$ cat config.mk
export PLATFORM = sky130hd
export DESIGN_NAME = alu_share_arbiter_flat
export DESIGN_NICKNAME = d
export VERILOG_FILES = /design/src/rtl/alu_share_arbiter_pkg.sv /design/src/rtl/alu_share_arbiter_if.sv /design/src/rtl/alu_share_arbiter_alu.sv /design/src/rtl/alu_share_arbiter.sv /design/src/flat_wrapper.sv
export SDC_FILE = /design/constraint.sdc
export NUM_CORES = 1
export LEC_CHECK = 0
export ABC_AREA = 1
export CORE_MARGIN = 3
export CORE_UTILIZATION = 36
export CTS_CLUSTER_DIAMETER = 30
export DETAILED_ROUTE_END_ITERATION = 8
export GPL_ROUTABILITY_DRIVEN = 0
export PLACE_DENSITY = 0.62
export SLEW_MARGIN = 0
export SYNTH_ARGS = -nofsm -noshare
export SYNTH_HDL_FRONTEND = slang
export SYNTH_SLANG_ARGS = --single-unit
$ cat constraint.sdc
create_clock -name clk -period 12.1 [get_ports clk]
set_input_delay 2.42 -clock clk [delete_from_list [all_inputs] [get_ports clk]]
set_output_delay 2.42 -clock clk [all_outputs]
set_load 0.005 [all_outputs]
$ cat src/rtl/alu_share_arbiter_pkg.sv
// alu_share_arbiter_pkg: alu opcodes, operand width and the registered result bundle
package alu_share_arbiter_pkg;
    localparam int DATA_W = 32;
    localparam int OP_W   = 5;

    typedef enum logic [OP_W-1:0] {
        OP_ADD = 5'b00000,
        OP_SUB = 5'b00001,
        OP_AND = 5'b00010,
        OP_OR  = 5'b00011,
        OP_SLL = 5'b00100,
        OP_SRA = 5'b00101
    } alu_op_e;

    typedef struct packed {
        logic [DATA_W-1:0] result;
        logic              ne;
        logic              lt;
        logic              ovf;
    } alu_out_t;

    function automatic logic op_known(input logic [OP_W-1:0] op);
        return op <= OP_SRA;
    endfunction

    function automatic logic op_arith(input logic [OP_W-1:0] op);
        return op == OP_ADD || op == OP_SUB;
    endfunction
endpackage

$ cat src/rtl/alu_share_arbiter_if.sv
// alu_share_arbiter_if: request/response bundle for the two requesters of the shared alu
interface alu_share_arbiter_if
    import alu_share_arbiter_pkg::*;
#(
    parameter int CNT_WIDTH = 16
);
    logic [1:0]           req_valid;
    logic [1:0]           req_ready;
    logic [OP_W-1:0]      req_opcode_0;
    logic [OP_W-1:0]      req_opcode_1;
    logic [4:0]           req_shamt_0;
    logic [4:0]           req_shamt_1;
    logic [DATA_W-1:0]    req_opa_0;
    logic [DATA_W-1:0]    req_opa_1;
    logic [DATA_W-1:0]    req_opb_0;
    logic [DATA_W-1:0]    req_opb_1;
    logic [1:0]           resp_valid;
    logic [1:0]           resp_ready;
    logic [DATA_W-1:0]    resp_result_0;
    logic [DATA_W-1:0]    resp_result_1;
    logic                 resp_ne_0;
    logic                 resp_ne_1;
    logic                 resp_lt_0;
    logic                 resp_lt_1;
    logic                 resp_ovf_0;
    logic                 resp_ovf_1;
    logic [CNT_WIDTH-1:0] grant_cnt_0;
    logic [CNT_WIDTH-1:0] grant_cnt_1;

    modport master (
        output req_valid, req_opcode_0, req_opcode_1, req_shamt_0, req_shamt_1,
               req_opa_0, req_opa_1, req_opb_0, req_opb_1, resp_ready,
        input  req_ready, resp_valid, resp_result_0, resp_result_1, resp_ne_0, resp_ne_1,
               resp_lt_0, resp_lt_1, resp_ovf_0, resp_ovf_1, grant_cnt_0, grant_cnt_1
    );

    modport slave (
        input  req_valid, req_opcode_0, req_opcode_1, req_shamt_0, req_shamt_1,
               req_opa_0, req_opa_1, req_opb_0, req_opb_1, resp_ready,
        output req_ready, resp_valid, resp_result_0, resp_result_1, resp_ne_0, resp_ne_1,
               resp_lt_0, resp_lt_1, resp_ovf_0, resp_ovf_1, grant_cnt_0, grant_cnt_1
    );
endinterface

$ cat src/rtl/alu_share_arbiter_alu.sv
// alu_share_arbiter_alu: 32-bit combinational alu with compare flags and raw overflow
module alu_share_arbiter_alu
    import alu_share_arbiter_pkg::*;
(
    input  logic [OP_W-1:0]   opcode,
    input  logic [4:0]        shamt,
    input  logic [DATA_W-1:0] op_a,
    input  logic [DATA_W-1:0] op_b,
    output alu_out_t          alu_o
);
    logic [DATA_W-1:0] sum;
    logic [DATA_W-1:0] diff;

    // result select plus flags; overflow is reported for add or sub and masked by the caller
    always_comb begin
        sum          = op_a + op_b;
        diff         = op_a - op_b;
        alu_o.ne     = op_a != op_b;
        alu_o.lt     = $signed(op_a) < $signed(op_b);
        alu_o.ovf    = opcode == OP_SUB ?
                       (op_a[DATA_W-1] != op_b[DATA_W-1]) && (diff[DATA_W-1] != op_a[DATA_W-1]) :
                       (op_a[DATA_W-1] == op_b[DATA_W-1]) && (sum[DATA_W-1] != op_a[DATA_W-1]);
        alu_o.result = opcode == OP_ADD ? sum :
                       opcode == OP_SUB ? diff :
                       opcode == OP_AND ? op_a & op_b :
                       opcode == OP_OR  ? op_a | op_b :
                       opcode == OP_SLL ? op_a << shamt :
                       opcode == OP_SRA ? DATA_W'($signed(op_a) >>> shamt) : '0;
    end
endmodule

$ cat src/rtl/alu_share_arbiter.sv
// alu_share_arbiter: shares one alu between two requesters with per-port registered response slots
module alu_share_arbiter
    import alu_share_arbiter_pkg::*;
#(
    parameter bit RR_EN     = 1'b1,
    parameter int CNT_WIDTH = 16
)(
    input logic                 clk,
    input logic                 rst,
    alu_share_arbiter_if.slave  bus
);
    logic [1:0]           elig;
    logic [1:0]           gnt;
    logic                 ptr_q, ptr_d;
    logic [1:0]           resp_valid_q, resp_valid_d;
    alu_out_t             slot_q [2];
    alu_out_t             slot_d [2];
    logic [CNT_WIDTH-1:0] cnt_q [2];
    logic [CNT_WIDTH-1:0] cnt_d [2];
    logic [OP_W-1:0]      op;
    logic [4:0]           shamt;
    logic [DATA_W-1:0]    op_a, op_b;
    alu_out_t             alu_o, res;

    // arbitration and operand mux; ready never looks at the request payload
    always_comb begin
        elig   = bus.req_valid & (~resp_valid_q | bus.resp_ready);
        gnt[0] = elig[0] & (~elig[1] | ~RR_EN | ~ptr_q);
        gnt[1] = elig[1] & (~elig[0] | (RR_EN & ptr_q));
        ptr_d  = (RR_EN && &elig) ? ~ptr_q : ptr_q;
        op     = gnt[1] ? bus.req_opcode_1 : bus.req_opcode_0;
        shamt  = gnt[1] ? bus.req_shamt_1  : bus.req_shamt_0;
        op_a   = gnt[1] ? bus.req_opa_1    : bus.req_opa_0;
        op_b   = gnt[1] ? bus.req_opb_1    : bus.req_opb_0;
    end

    alu_share_arbiter_alu u_alu (
        .opcode (op),
        .shamt  (shamt),
        .op_a   (op_a),
        .op_b   (op_b),
        .alu_o  (alu_o)
    );

    // slot and counter next state; unknown opcodes never see the alu output
    always_comb begin
        res = op_known(op) ? {alu_o.result, alu_o.ne, alu_o.lt, alu_o.ovf & op_arith(op)} : '0;
        resp_valid_d = gnt | (resp_valid_q & ~bus.resp_ready);
        for (int k = 0; k < 2; k++) begin
            slot_d[k] = gnt[k] ? res : slot_q[k];
            cnt_d[k]  = (gnt[k] && cnt_q[k] != '1) ? cnt_q[k] + 1'b1 : cnt_q[k];
        end
    end

    // state registers, cleared asynchronously
    always_ff @(posedge clk or posedge rst) begin
        if (rst) begin
            ptr_q        <= 1'b0;
            resp_valid_q <= '0;
            for (int k = 0; k < 2; k++) begin
                slot_q[k] <= '0;
                cnt_q[k]  <= '0;
            end
        end else begin
            ptr_q        <= ptr_d;
            resp_valid_q <= resp_valid_d;
            for (int k = 0; k < 2; k++) begin
                slot_q[k] <= slot_d[k];
                cnt_q[k]  <= cnt_d[k];
            end
        end
    end

    assign bus.req_ready     = gnt;
    assign bus.resp_valid    = resp_valid_q;
    assign bus.resp_result_0 = slot_q[0].result;
    assign bus.resp_result_1 = slot_q[1].result;
    assign bus.resp_ne_0     = slot_q[0].ne;
    assign bus.resp_ne_1     = slot_q[1].ne;
    assign bus.resp_lt_0     = slot_q[0].lt;
    assign bus.resp_lt_1     = slot_q[1].lt;
    assign bus.resp_ovf_0    = slot_q[0].ovf;
    assign bus.resp_ovf_1    = slot_q[1].ovf;
    assign bus.grant_cnt_0   = cnt_q[0];
    assign bus.grant_cnt_1   = cnt_q[1];
endmodule

$ cat src/flat_wrapper.sv
// flat-port wrapper written by rule: the top's interface ports become plain ports
module alu_share_arbiter_flat import alu_share_arbiter_pkg::*;
#(
    parameter bit RR_EN     = 1'b1,
    parameter int CNT_WIDTH = 16
)
  (clk, rst, bus_req_valid, bus_req_opcode_0, bus_req_opcode_1, bus_req_shamt_0, bus_req_shamt_1, bus_req_opa_0, bus_req_opa_1, bus_req_opb_0, bus_req_opb_1, bus_resp_ready, bus_req_ready, bus_resp_valid, bus_resp_result_0, bus_resp_result_1, bus_resp_ne_0, bus_resp_ne_1, bus_resp_lt_0, bus_resp_lt_1, bus_resp_ovf_0, bus_resp_ovf_1, bus_grant_cnt_0, bus_grant_cnt_1);
  alu_share_arbiter_if #(.CNT_WIDTH(CNT_WIDTH)) bus_i ();
  input logic clk;
  input logic rst;
  input wire logic [$bits(bus_i.req_valid)-1:0] bus_req_valid;
  input wire logic [$bits(bus_i.req_opcode_0)-1:0] bus_req_opcode_0;
  input wire logic [$bits(bus_i.req_opcode_1)-1:0] bus_req_opcode_1;
  input wire logic [$bits(bus_i.req_shamt_0)-1:0] bus_req_shamt_0;
  input wire logic [$bits(bus_i.req_shamt_1)-1:0] bus_req_shamt_1;
  input wire logic [$bits(bus_i.req_opa_0)-1:0] bus_req_opa_0;
  input wire logic [$bits(bus_i.req_opa_1)-1:0] bus_req_opa_1;
  input wire logic [$bits(bus_i.req_opb_0)-1:0] bus_req_opb_0;
  input wire logic [$bits(bus_i.req_opb_1)-1:0] bus_req_opb_1;
  input wire logic [$bits(bus_i.resp_ready)-1:0] bus_resp_ready;
  output wire logic [$bits(bus_i.req_ready)-1:0] bus_req_ready;
  output wire logic [$bits(bus_i.resp_valid)-1:0] bus_resp_valid;
  output wire logic [$bits(bus_i.resp_result_0)-1:0] bus_resp_result_0;
  output wire logic [$bits(bus_i.resp_result_1)-1:0] bus_resp_result_1;
  output wire logic [$bits(bus_i.resp_ne_0)-1:0] bus_resp_ne_0;
  output wire logic [$bits(bus_i.resp_ne_1)-1:0] bus_resp_ne_1;
  output wire logic [$bits(bus_i.resp_lt_0)-1:0] bus_resp_lt_0;
  output wire logic [$bits(bus_i.resp_lt_1)-1:0] bus_resp_lt_1;
  output wire logic [$bits(bus_i.resp_ovf_0)-1:0] bus_resp_ovf_0;
  output wire logic [$bits(bus_i.resp_ovf_1)-1:0] bus_resp_ovf_1;
  output wire logic [$bits(bus_i.grant_cnt_0)-1:0] bus_grant_cnt_0;
  output wire logic [$bits(bus_i.grant_cnt_1)-1:0] bus_grant_cnt_1;
  assign bus_i.req_valid = bus_req_valid;
  assign bus_i.req_opcode_0 = bus_req_opcode_0;
  assign bus_i.req_opcode_1 = bus_req_opcode_1;
  assign bus_i.req_shamt_0 = bus_req_shamt_0;
  assign bus_i.req_shamt_1 = bus_req_shamt_1;
  assign bus_i.req_opa_0 = bus_req_opa_0;
  assign bus_i.req_opa_1 = bus_req_opa_1;
  assign bus_i.req_opb_0 = bus_req_opb_0;
  assign bus_i.req_opb_1 = bus_req_opb_1;
  assign bus_i.resp_ready = bus_resp_ready;
  assign bus_req_ready = bus_i.req_ready;
  assign bus_resp_valid = bus_i.resp_valid;
  assign bus_resp_result_0 = bus_i.resp_result_0;
  assign bus_resp_result_1 = bus_i.resp_result_1;
  assign bus_resp_ne_0 = bus_i.resp_ne_0;
  assign bus_resp_ne_1 = bus_i.resp_ne_1;
  assign bus_resp_lt_0 = bus_i.resp_lt_0;
  assign bus_resp_lt_1 = bus_i.resp_lt_1;
  assign bus_resp_ovf_0 = bus_i.resp_ovf_0;
  assign bus_resp_ovf_1 = bus_i.resp_ovf_1;
  assign bus_grant_cnt_0 = bus_i.grant_cnt_0;
  assign bus_grant_cnt_1 = bus_i.grant_cnt_1;
  alu_share_arbiter #(.RR_EN(RR_EN), .CNT_WIDTH(CNT_WIDTH)) u_core (.clk(clk), .rst(rst), .bus(bus_i));
endmodule
==> results by group <==
Status
  – Outcome: finished, final reports clean

Clock network
  – Worst-case clock buffer depth: 2
  – Clk root buf: clkbuf_16
  – # clock sinks: roughly 110
  – Hold-fix buffers, CTS: 0
  – TritonCTS clock tree: yes
  – Postcts setup bufs: 0
  – Post-CTS sizing: 0
  – Clock Latency Late Sink: approximately 0.36 ns
  – CTS H-tree depth: 3
  – Cts bufs inserted: 9
  – Clk slew on worst S/H paths: roughly 0.08 ns

Worst setup path
  – Worst Path Arrival: 5.28 ns
  – Reg2reg setup slack: 6.58 ns
  – Critical Path RT: approximately 9.7 ns
  – Critical path type: input port to output port
  – Critical path endpoint category: output port
  – CP Launch Type: input port
  – Max FO, Critical Path: 104

Die
  – Initial core utilization: 36.87%
  – Die W: ~200 um
  – Ports: 260
  – Die Ht: 203.3 um
  – Core area: ~38000 sq um
  – Die area: 41340 sq um
  – Core Rows: 71

Power and ir drop
  – VDD IR-drop max: approximately 0.000064 V
  – Final Power: 2691 uW
  – PD cells: 157.1 nW/um^2
  – Pleak: 0.008842 uW

Logic synthesis
  – Total number of yosys warnings: 0
  – Cell variety after synth: between 50 and 60
  – Synthesized flop and latch total: between 100 and 150
  – Syn avg cell area: 5.752 sq um
  – Register area share after synthesis: a little under a fifth
  – Mapped cell area: 14020 sq um
  – Syn_nets: 2691
  – Post-synthesis instance total: between 2000 and 2500

GRT
  – First-pass GRT wire length: 87870 um
  – M2 GR Usage: 42.50%
  – M1 GR Usage: 37.19%
  – Overflow after GRT: 0
  – Initial antenna violation count: 0
  – Vias in the first global route: 15460
  – Grt peak-use layer: met2
  – Met3 usage in global routing: 4.581%
  – Largest net degree at the start of global routing: ~110
  – Gr usage total: between 20% and 30%

Placement
  – Hpwl dp: 45500 um
  – Area post-placement: 16830 sq um
  – PortBufs: ~260

Finish
  – Fill cell count: 4176
  – Fin nets: 2854
  – Number of antenna diodes: 0
  – Post-route design area: 17130 sq um
  – Share of layout cells above drive strength 1: 3.456%
  – Multi-input gate area: 9734 sq um
  – Sequential cell area: 2628 sq um
  – P&R area growth vs syn: 22.17%

STA
  – Max Slew Vio Count: 0
  – Skew final: 0.01048 ns
  – Fin. Hold Viols: 0
  – WHS: 0.4804 ns
  – Slew headroom: 29.82%
  – RSZ-0062 raised after global routing: no
  – Setup TNS: 0 ns
  – Fmax: between 100 and 150 MHz
  – Final setup vio count: 0
  – Post-route minimum period: 7.704 ns
  – Final period utilization: a little under two thirds
  – Worst slew pin tran: between 1 and 1.5 ns

Routing
  – Post-Route WL: 57360 um
  – DR vias/cell: 5.387
  – Drt drc: 0
  – Final ANT Viol Nets: 0
  – Pre-antenna DRT Iters: 6
  – Vias: 16780
  – WL/cell: 18.41 um
  – Initial DRC count: 1938

Min path
  – Hold WC Path Type: flip-flop to flip-flop

Run
  – Max_cap viols: 0
## area by class of cell
type | instances | area share (%)
Multi-Input combinational cell | 1910 | 56.84
Timing Repair Buffer | 272 | 15.71
Clock buffer | 9 | 1.315
Inverter | 302 | 6.634
Clock inverter | 6 | 0.4310
Tap cell | 511 | 3.733
Sequential cell | 105 | 15.34
## kinds of logic after synthesis
family                   count (synthesis)  share of synthesized area, %
AND/OR/NAND/NOR                       1385                         41.95
buffers and inverters                  422                         12.01
XOR/XNOR                                58                         3.624
flip-flops                             105                         18.74
adder cells (fa/ha/maj)                100                         9.033
AO/OA/AOI/OAI                          367                         14.64
## critical path: stages
cell	delay [ns]
clkdlybuf4s50_1	0.47
inv_2	0.05
a21boi_4	0.52
nand2_8	0.44
inv_2	0.15
buf_4	0.54
clkdlybuf4s50_1	0.64
## sequential cells by signal (all words and copies together) (netlist names), 2 cells and up
signal	cells
u_core.bus.resp_result_0	32
u_core.bus.grant_cnt_0	16
u_core.bus.resp_result_1	32
u_core.bus.grant_cnt_1	16
u_core.bus.resp_valid	2
## cell usage in the layout (no fill, tap or decap), types with 7 or more instances in the layout
cell and count:
nand2_1 831, nand2_2 8, inv_1 286, or2_2 13
ha_1 98, dfrtp_1 105, nand3_1 332, nor4_1 9
nand3b_1 7, clkdlybuf4s50_1 259, buf_4 13, a21oi_1 120
o21ai_0 131, xnor2_1 9, xor2_1 49, clkbuf_16 9
nand4_1 22, inv_2 13, nor2_1 126, o21ai_1 48
or2_0 7, o211ai_1 15, nor3_1 12, a31oi_1 7
o21ai_2 13
## through the flow
stage | setup slack [ns] | std cells | util (%)
detailed placement | 4.255 | 3100 | 44.26
global placement | 4.411 | 3100 | 44.26
floorplan | 6.182 | 2437 | -
CTS | 4.359 | 3115 | 45.04
global route | 4.117 | 3115 | 45.04
finish | 4.396 | 3115 | 45.04
## where the power goes
group          switching [uW]  internal (uW)  leakage, uW
Combinational            1190            660      0.00733
Clock                     138            162     0.000147
Sequential               80.8            458      0.00136
Total                    1410           1280      0.00884
## routing by layer
metal / part of all wire (%) / vias up
li1: - / 8145
met1: 43 / 7614
met2: 44 / 898
met3: 9.3 / 123
met4: 3.5 / 0
met5: 0 / -
## cells in the mapped netlist (all sizes together)
library cell | count | area share [%]
o221ai | 5 | 0.31
a211oi | 3 | 0.16
o21bai | 3 | 0.16
inv | 300 | 8.0
a21oi | 121 | 4.4
and3b | 1 | 0.062
and3 | 1 | 0.045
fa | 2 | 0.29
nand3b | 7 | 0.37
a221oi | 1 | 0.062
nor3b | 1 | 0.054
a31oi | 7 | 0.31
xnor2 | 9 | 0.56
o21a | 5 | 0.27
o31ai | 1 | 0.054
dfrtp | 105 | 19
nor2 | 131 | 3.7
o211ai | 15 | 0.80
nand4 | 22 | 0.98
nor3 | 12 | 0.43
or2 | 25 | 1.1
a21boi | 6 | 0.40
a31o | 1 | 0.062
clkbuf | 66 | 1.8
clkinv | 2 | 0.054
xor2 | 49 | 3.1
ha | 98 | 8.7
nand3 | 333 | 12
nor4 | 9 | 0.40
o21ai | 195 | 7.4
nand2 | 841 | 23
buf | 54 | 2.2
a21o | 2 | 0.11
a22oi | 1 | 0.054
and2 | 2 | 0.089
o311ai | 1 | 0.062
## path summary, 6_finish.rpt
| path | start | to | depth (start not counted) |
|---|---|---|---|
| hold / removal | u_core.bus.resp_result_1[7] | u_core.bus.resp_result_1[7] | 2 |
| setup reg to reg | u_core.ptr_q | u_core.bus.resp_result_1[23] | 18 |
| setup / recovery | bus_resp_ready[1] | bus_req_ready[1] | 7 |
| hold reg to reg | u_core.bus.resp_result_1[7] | u_core.bus.resp_result_1[7] | 2 |
| max in group asynchronous | rst | u_core.bus.resp_result_0[26] | 3 |
| min in group asynchronous | rst | u_core.bus.grant_cnt_0[13] | 2 |
Note: power is estimated with default switching activity, not from simulation.
